### src/rtl/seq_detect_prog_if.sv
// Bus bundle for the programmable serial pattern detector: the serial stream,
// the configuration load and the match/counter status.
interface seq_detect_prog_if #(
  parameter int MAX_LEN = 8,
  parameter int CNT_W   = 8
);
  localparam int LW = $clog2(MAX_LEN + 1);

  logic               En;
  logic               j;
  logic               CfgLoad;
  logic [MAX_LEN-1:0] CfgPattern;
  logic [LW-1:0]      CfgLen;
  logic               CfgOverlap;
  logic               w;
  logic [CNT_W-1:0]   MatchCount;
  logic               CountSat;
  logic               CfgErr;

  modport master (
    output En, j, CfgLoad, CfgPattern, CfgLen, CfgOverlap,
    input  w, MatchCount, CountSat, CfgErr
  );

  modport slave (
    input  En, j, CfgLoad, CfgPattern, CfgLen, CfgOverlap,
    output w, MatchCount, CountSat, CfgErr
  );
endinterface

### src/rtl/seq_detect_prog.sv
// Programmable serial pattern detector: runtime-loadable 1..MAX_LEN bit pattern,
// overlap/non-overlap matching, registered match pulse and saturating count.
module seq_detect_prog #(
  parameter int                 MAX_LEN     = 8,
  parameter int                 CNT_W       = 8,
  parameter logic [MAX_LEN-1:0] DEF_PATTERN = MAX_LEN'(8'b00010010),
  parameter int                 DEF_LEN     = 5,
  parameter bit                 DEF_OVERLAP = 1'b1
) (
  input  logic              Clock,
  input  logic              Reset,
  seq_detect_prog_if.slave  bus
);
  localparam int          LW      = $clog2(MAX_LEN + 1);
  localparam logic [LW-1:0] LEN_MAX = LW'(MAX_LEN);
  localparam logic        DEF_ERR = (DEF_LEN == 0) || (DEF_LEN > MAX_LEN);

  // The oldest history bit is only ever needed as part of the shifted value,
  // so MAX_LEN-1 bits are stored and the newest bit is appended combinationally.
  logic [MAX_LEN-2:0] hist_q, hist_d;
  logic [LW-1:0]      fill_q, fill_d;
  logic [MAX_LEN-1:0] pat_q, pat_d;
  logic [LW-1:0]      len_q, len_d;
  logic               ovl_q, ovl_d;
  logic               err_q, err_d;
  logic               w_q, w_d;
  logic [CNT_W-1:0]   cnt_q, cnt_d;
  logic               sat_q, sat_d;

  logic [MAX_LEN-1:0] hist_n;
  logic [LW-1:0]      fill_n;
  logic [MAX_LEN-1:0] mask;
  logic               match;

  // Only the low len bits of the pattern take part in the compare.
  for (genvar i = 0; i < MAX_LEN; i++) begin : g_mask
    assign mask[i] = (i < int'(len_q));
  end

  always_comb begin
    hist_n = {hist_q, bus.j};
    fill_n = (fill_q >= LEN_MAX) ? LEN_MAX : fill_q + 1'b1;
    match  = !err_q && (fill_n >= len_q) && (((hist_n ^ pat_q) & mask) == '0);

    hist_d = hist_q;
    fill_d = fill_q;
    pat_d  = pat_q;
    len_d  = len_q;
    ovl_d  = ovl_q;
    err_d  = err_q;
    cnt_d  = cnt_q;
    w_d    = 1'b0;

    if (bus.CfgLoad) begin
      pat_d  = bus.CfgPattern;
      len_d  = bus.CfgLen;
      ovl_d  = bus.CfgOverlap;
      err_d  = (bus.CfgLen == '0) || (bus.CfgLen > LEN_MAX);
      hist_d = '0;
      fill_d = '0;
      cnt_d  = '0;
    end else if (bus.En) begin
      hist_d = hist_n[MAX_LEN-2:0];
      // Non-overlap restarts the fill count; history keeps shifting regardless.
      fill_d = (match && !ovl_q) ? '0 : fill_n;
      w_d    = match;
      if (match && !(&cnt_q)) cnt_d = cnt_q + 1'b1;
    end

    sat_d = &cnt_d;
  end

  always_ff @(posedge Clock or negedge Reset) begin
    if (!Reset) begin
      hist_q <= '0;
      fill_q <= '0;
      pat_q  <= DEF_PATTERN;
      len_q  <= LW'(DEF_LEN);
      ovl_q  <= DEF_OVERLAP;
      err_q  <= DEF_ERR;
      w_q    <= 1'b0;
      cnt_q  <= '0;
      sat_q  <= 1'b0;
    end else begin
      hist_q <= hist_d;
      fill_q <= fill_d;
      pat_q  <= pat_d;
      len_q  <= len_d;
      ovl_q  <= ovl_d;
      err_q  <= err_d;
      w_q    <= w_d;
      cnt_q  <= cnt_d;
      sat_q  <= sat_d;
    end
  end

  assign bus.w          = w_q;
  assign bus.MatchCount = cnt_q;
  assign bus.CountSat   = sat_q;
  assign bus.CfgErr     = err_q;
endmodule

### src/flat_wrapper.sv
// flat-port wrapper written by rule: the top's interface ports become plain ports
module seq_detect_prog_flat 
#(
  parameter int                 MAX_LEN     = 8,
  parameter int                 CNT_W       = 8,
  parameter logic [MAX_LEN-1:0] DEF_PATTERN = MAX_LEN'(8'b00010010),
  parameter int                 DEF_LEN     = 5,
  parameter bit                 DEF_OVERLAP = 1'b1
)
  (Clock, Reset, bus_En, bus_j, bus_CfgLoad, bus_CfgPattern, bus_CfgLen, bus_CfgOverlap, bus_w, bus_MatchCount, bus_CountSat, bus_CfgErr);
  seq_detect_prog_if #(.MAX_LEN(MAX_LEN), .CNT_W(CNT_W)) bus_i ();
  input  logic Clock;
  input  logic Reset;
  input wire logic [$bits(bus_i.En)-1:0] bus_En;
  input wire logic [$bits(bus_i.j)-1:0] bus_j;
  input wire logic [$bits(bus_i.CfgLoad)-1:0] bus_CfgLoad;
  input wire logic [$bits(bus_i.CfgPattern)-1:0] bus_CfgPattern;
  input wire logic [$bits(bus_i.CfgLen)-1:0] bus_CfgLen;
  input wire logic [$bits(bus_i.CfgOverlap)-1:0] bus_CfgOverlap;
  output wire logic [$bits(bus_i.w)-1:0] bus_w;
  output wire logic [$bits(bus_i.MatchCount)-1:0] bus_MatchCount;
  output wire logic [$bits(bus_i.CountSat)-1:0] bus_CountSat;
  output wire logic [$bits(bus_i.CfgErr)-1:0] bus_CfgErr;
  assign bus_i.En = bus_En;
  assign bus_i.j = bus_j;
  assign bus_i.CfgLoad = bus_CfgLoad;
  assign bus_i.CfgPattern = bus_CfgPattern;
  assign bus_i.CfgLen = bus_CfgLen;
  assign bus_i.CfgOverlap = bus_CfgOverlap;
  assign bus_w = bus_i.w;
  assign bus_MatchCount = bus_i.MatchCount;
  assign bus_CountSat = bus_i.CountSat;
  assign bus_CfgErr = bus_i.CfgErr;
  seq_detect_prog #(.MAX_LEN(MAX_LEN), .CNT_W(CNT_W), .DEF_PATTERN(DEF_PATTERN), .DEF_LEN(DEF_LEN), .DEF_OVERLAP(DEF_OVERLAP)) u_core (.Clock(Clock), .Reset(Reset), .bus(bus_i));
endmodule
### config.mk
export PLATFORM = sky130hd
export DESIGN_NAME = seq_detect_prog_flat
export DESIGN_NICKNAME = d
export VERILOG_FILES = /design/src/rtl/seq_detect_prog_if.sv /design/src/rtl/seq_detect_prog.sv /design/src/flat_wrapper.sv
export SDC_FILE = /design/constraint.sdc
export NUM_CORES = 1
export LEC_CHECK = 0
export ABC_AREA = 0
export BUFFER_PORTS_ARGS = -buffer_cell sky130_fd_sc_hd__buf_2
export CAP_MARGIN = 20
export CORE_ASPECT_RATIO = 1.4
export CORE_MARGIN = 2
export CORE_UTILIZATION = 59
export CTS_BUF_LIST = sky130_fd_sc_hd__clkbuf_8
export DETAILED_ROUTE_END_ITERATION = 12
export PLACE_DENSITY_LB_ADDON = 0.05
export SYNTH_ARGS = -nofsm -noshare
export SYNTH_HDL_FRONTEND = slang
export SYNTH_SLANG_ARGS = --single-unit
### constraint.sdc
create_clock -name Clock -period 3.5 [get_ports Clock]
set_input_delay 0.525 -clock Clock [delete_from_list [all_inputs] [get_ports Clock]]
set_output_delay 0.525 -clock Clock [all_outputs]
set_load 0.02 [all_outputs]
==> flow_summary.toml, run 1 <==
[worst_setup_path]
r2r_setup_slack_ps = 630
worst-path-stages = 10
critPathMaxStageDelay_ps = 550
critPathLaunchType = "flip-flop"
cp_max_fo = 11
cp_slowest_cell = "or4b_4"
ff2ff_path_depth = 10
worstSetupPathType = "flip-flop to flip-flop"
cp_top_family = "simple AND/OR/NAND/NOR gates"
cp-end-kind = "flip-flop"
worst-path-buf-inv = 1
cpMostUsedCell = "ha_1"
worstPathRequired_ps = 3700
arrival_ps = 3060
path_cells = "inv_1 -> ha_1 -> nor2b_1 -> ha_1 -> a2111oi_0 -> a21oi_1 -> nand3_2 -> or4b_4 -> a21oi_2 -> nor4bb_2"

[logic_synthesis]
yosys.area.top_type_share = 0.386
synthCells = 181
ys_warn_count = 0
yosysTopAreaCell = "dfrtp_1"
synth_ff_type = "dfrtp_1"
ys_ff_latch = 35
synth_area_per_cell_um2 = 10.7
async_flop_share = 1.00
netlist_area_um2 = 1950
synth_nets = 206
synthTopCellsByArea = "dfrtp_1, dfstp_2, mux2_2"
synth_edf_count = 0
ys_types = 45
ys_seq_area_frac = 0.453

[detailed_routing]
wirelength_mm = 3.87
dr_total_vias = 1433
firstDrtPassIters = 4
drc_errors = 0
via_per_inst = 5.78
antenna_left = 0
first_iter_violations = 32
routedWlPerCell_um = 15.6

[place]
port_buffers = 28
dp_hpwl_mm = 2.87
gp_congestion = 0.801

[cts]
cts_hold_buf = 0
clock-sinks = 35
clockBufferDepth = 2
cts_setup_buffers = 0
cts_made_buffers = 5
cts_resized = 0
clock_latency_ps = 290
htreeDepth = 2
path_clk_slew_ps = 70
clockRootBuffer = "clkbuf_8"
tritoncts = "done"

[flow_run]
maxCapViolations = 0

[timing]
rsz0062_at_grt = "no"
max_freq_ghz = 0.349
slew_violations = 0
tightest_slew_ps = 773
period_share = 0.819
min_period_ps = 2870
max_slew_margin = 0.485
finalHoldViolCount = 0
tns_ps = 0
fin_hold_ws_ps = 302
finalSetupViolations = 0
skew_ps = 5.87

[power_and_ir_drop]
p_leak_uw = 0.000964
combPwrFrac = 0.129
p_switching_uw = 215
clock_power_share = 0.328
power.density_nw_per_um2 = 385
p_int_uw = 611
seqPwrFrac = 0.543
vdd_drop_max_mv = 0.304
swShare = 0.260

[finish]
final_cell_mix = "dfrtp_1, buf_2, nor2_1"
final_layout_size_suffix_gt1_frac = 0.287
final_nets = 233
syn_to_final_growth_pct = 10.2
layout_commonest_cell = "dfrtp_1"
ff_latch_area_um2 = 882
diodes = 0
nFillCells = 265
multiInputGateArea_um2 = 958

[global_route]
grt_overflow = 0
track_usage = 0.240
antenna_found_initial = 0
grt_pass1_vias = 1445
grt_first_pass_wirelength_mm = 6.64
grt_max_degree = 39

[floorplan]
die_area_um2 = 3780
pin_count = 29
core-area_um2 = 3120
rows = 24
die_w_um = 52.5
initial_core_util = 0.623
die_h_um = 71.9

[run_status]
outcome = "complete, no violations"

[hold_path]
hold_class = "input port to async pin"
[cells in the mapped netlist (2+ instances only)]
master and instances:
a211oi_1 2, a21oi_1 4, a22o_1 3, buf_6 2, clkbuf_1 3, clkbuf_8 2, dfrtp_1 30, dfstp_2 5
ha_1 7, inv_1 9, mux2_2 10, mux2i_1 9, nand2_1 8, nand3_1 3, nand3b_1 4, nand4_1 2
nor2_1 24, nor3_1 5, o21ai_0 6, o22ai_1 3, o41ai_1 2, or3_2 2, xnor2_1 12, xor2_1 3
[area by class of cell]
cell class | count | area share
tap | 39 | 0.0228
multi-input combinational | 129 | 0.447
timing repair buffer | 28 | 0.0653
sequential | 35 | 0.411
inverter | 9 | 0.0158
clock inverter | 3 | 0.00583
clock buffer | 5 | 0.0321
[cells by family (layout without fill, tap and decap cells)]
group | count (synthesis) | after routing | share of synthesized area
AOI/OAI and AO/OA | 28 | 28 | 0.109
xor gates and xnor gates | 15 | 15 | 0.0675
adders and majority gates | 7 | 7 | 0.0450
buffers and inverters | 17 | 45 | 0.0540
DFF | 35 | 35 | 0.453
muxes | 19 | 19 | 0.104
and+or+nand+nor | 60 | 60 | 0.167
[through the flow]
| stage | worst slack [ps] | util | std cells | power [µW] | instance area (µm²) |
|---|---|---|---|---|---|
| after floorplan | 862 | - | 181 | 529 | 1950 |
| after global placement | 735 | 0.661 | 240 | 556 | 2060 |
| after detailed placement | 659 | 0.661 | 240 | 563 | 2060 |
| after CTS | 645 | 0.687 | 248 | 829 | 2140 |
| after global routing | 406 | 0.687 | 248 | 860 | 2140 |
| final | 633 | 0.687 | 248 | 826 | 2140 |
[registers in the layout, summed over array words and instances (netlist names), 4 cells and up]
register and cells:
u_core.bus.MatchCount 8, u_core.pat_q 8, u_core.hist_q 7, u_core.fill_q 4
u_core.len_q 4
[metal layers]
| layer | vias up | global-route usage | share of wire |
|---|---|---|---|
| met4 | 0 | 0.105 | 0.024 |
| met2 | 32 | 0.414 | 0.54 |
| li1 | 694 | - | - |
| met5 | - | 0 | 0 |
| met1 | 700 | 0.273 | 0.40 |
| met3 | 7 | 0.0617 | 0.037 |
[power groups by stage]
stage / sequential (µW) / clock (µW) / combinational [µW]
after floorplan: 451 / 0 / 77.9
after global placement: 454 / 0 / 103
after detailed placement: 456 / 0 / 107
after CTS: 449 / 273 / 108
after global routing: 453 / 288 / 119
final: 449 / 271 / 106
[final timing paths]
path / start / endpoint
worst min register to register: u_core.pat_q[5] / u_core.pat_q[5]
min in group Clock: bus_CfgPattern[4] / u_core.pat_q[4]
max in group asynchronous: Reset / u_core.fill_q[0]
worst max-delay path: u_core.fill_q[0] / u_core.bus.CountSat
worst max register to register: u_core.fill_q[0] / u_core.bus.CountSat
worst min-delay path: Reset / u_core.bus.MatchCount[6]
Power figures use the tool's default switching activity.
==> inputs of run 2 (changes only) <==
- clock period: 3.5 -> 2.95 ns (I/O delays scaled with it)
==> flow_summary.toml, run 2 (synthesis gave the netlist of run 1 again) <==
[run_status]
outcome = "complete, no violations"

[cts]
clock-sinks = 35
cts_hold_buf = 0
cts_resized = 0
tritoncts = "done"
clockBufferDepth = 2
htreeDepth = 2
clock_latency_ps = 280
cts_made_buffers = 5
path_clk_slew_ps = 70
cts_setup_buffers = 0
clockRootBuffer = "clkbuf_8"

[detailed_routing]
wirelength_mm = 3.87
dr_total_vias = 1445
firstDrtPassIters = 4
met2RoutedLength_mm = 2.10
via_per_inst = 5.76
wl_met3_um = 133
topRoutingLayerUsed = "met4"
routedWlPerCell_um = 15.4
first_iter_violations = 27
drc_errors = 0
wl_met1_mm = 1.57
antenna_left = 0

[power_and_ir_drop]
p_int_uw = 732
combPwrFrac = 0.136
p_switching_uw = 258
seqPwrFrac = 0.536
vdd_drop_max_mv = 0.431
swShare = 0.261
clock_power_share = 0.329
power.density_nw_per_um2 = 455
p_leak_uw = 0.000975

[timing]
rsz0062_at_grt = "no"
period_share = 0.948
finalHoldViolCount = 0
tns_ps = 0
slew_violations = 0
max_slew_margin = 0.491
max_freq_ghz = 0.358
finalSetupViolations = 0
min_period_ps = 2800
tightest_slew_ps = 764
skew_ps = 5.65

[hold_path]
hold_class = "input port to async pin"

[worst_setup_path]
worst-path-buf-inv = 1
cp-end-kind = "flip-flop"
ff2ff_path_depth = 8
cp_top_family = "compound AO/OA/AOI/OAI gates"
worstSetupPathType = "flip-flop to flip-flop"
cp_slowest_cell = "or4_1"
arrival_ps = 2960
path_cells = "or4_1 -> a221o_1 -> a2111oi_4 -> nand3_2 -> buf_4 -> o41ai_1 -> a21oi_2 -> nor4bb_2"
critPathLaunchType = "flip-flop"
worstPathRequired_ps = 3120
worst-path-stages = 8
critPathMaxStageDelay_ps = 490
cp_max_fo = 7

[finish]
final_cell_mix = "dfrtp_1, buf_2, nor2_1"
final_nets = 236
stdcell_count = 251
syn_to_final_growth_pct = 11.8
final_layout_size_suffix_gt1_frac = 0.311
nFillCells = 256
layout_commonest_cell = "dfrtp_1"
diodes = 0

[floorplan]
pin_count = 29
die_w_um = 52.5
core-area_um2 = 3120
die_h_um = 71.9
die_area_um2 = 3780
rows = 24
initial_core_util = 0.623

[place]
dp_hpwl_mm = 2.89
gp_congestion = 0.770
dp_cells = 243
port_buffers = 28

[global_route]
grt_first_pass_wirelength_mm = 6.64
track_usage = 0.238
grt_pass1_vias = 1475
grt_overflow = 0
antenna_found_initial = 0
grt_max_degree = 39

[flow_run]
maxCapViolations = 0
-- run 2: cell types whose count changed in the layout (fill, tap and decap cells not counted) --
cell	previous run	this run
buf_4	0	3
a21oi_1	4	3
a2111oi_1	0	1
inv_1	11	9
clkinv_2	1	3
a2111oi_0	1	0
a21oi_2	1	2
-- run 2: power by group through the flow --
stage,Combinational [µW],Clock [µW],Sequential (µW)
after floorplan,92.5,0,535
after global placement,128,0,537
after detailed placement,132,0,539
after CTS,134,335,530
after global routing,151,350,534
final,134,325,530
-- run 2: final timing paths --
kind	startpoint	end	slack, ps
min	Reset	u_core.bus.MatchCount[5]	230
max	u_core.len_q[1]	u_core.bus.CountSat	150
min in group Clock	bus_CfgPattern[4]	u_core.pat_q[4]	390
max in group asynchronous	Reset	u_core.pat_q[7]	2230
min reg2reg	u_core.pat_q[0]	u_core.pat_q[0]	540
max reg2reg	u_core.len_q[1]	u_core.bus.CountSat	150
-- run 2: worst reg2reg max path: cells and delay by family, from the launching register on --
family                 cells  cell delay (ps)
AOI/OAI and AO/OA          4             1110
buffers and inverters      1              220
DFF                        1              440
and+or+nand+nor            3              910
-- run 2: routing by layer --
layer | GRT usage | vias up
li1 | - | 702
met1 | 0.272 | 705
met2 | 0.428 | 32
met3 | 0.0576 | 6
met4 | 0.0769 | 0
met5 | 0 | -
-- run 2: final cells by class --
| type | count | area, µm² | area share |
|---|---|---|---|
| Sequential cell | 35 | 882 | 0.406 |
| Clock inverter | 3 | 15.0 | 0.00690 |
| Inverter | 9 | 33.8 | 0.0155 |
| Timing Repair Buffer | 31 | 163 | 0.0748 |
| Clock buffer | 5 | 68.8 | 0.0316 |
| Multi-Input combinational cell | 129 | 963 | 0.443 |
| Tap cell | 39 | 48.8 | 0.0224 |
-- run 2: metrics by stage --
step	utilization	hold slack, ps	power (µW)	worst slack [ps]	cell area [µm²]
3_3_place_gp	0.668	515	664	210	2090
5_1_grt	0.696	294	1040	6.16	2170
4_1_cts	0.695	255	999	132	2170
3_5_place_dp	0.668	522	671	132	2090
6_report	0.696	226	990	153	2170
2_1_floorplan	-	147	628	312	1950
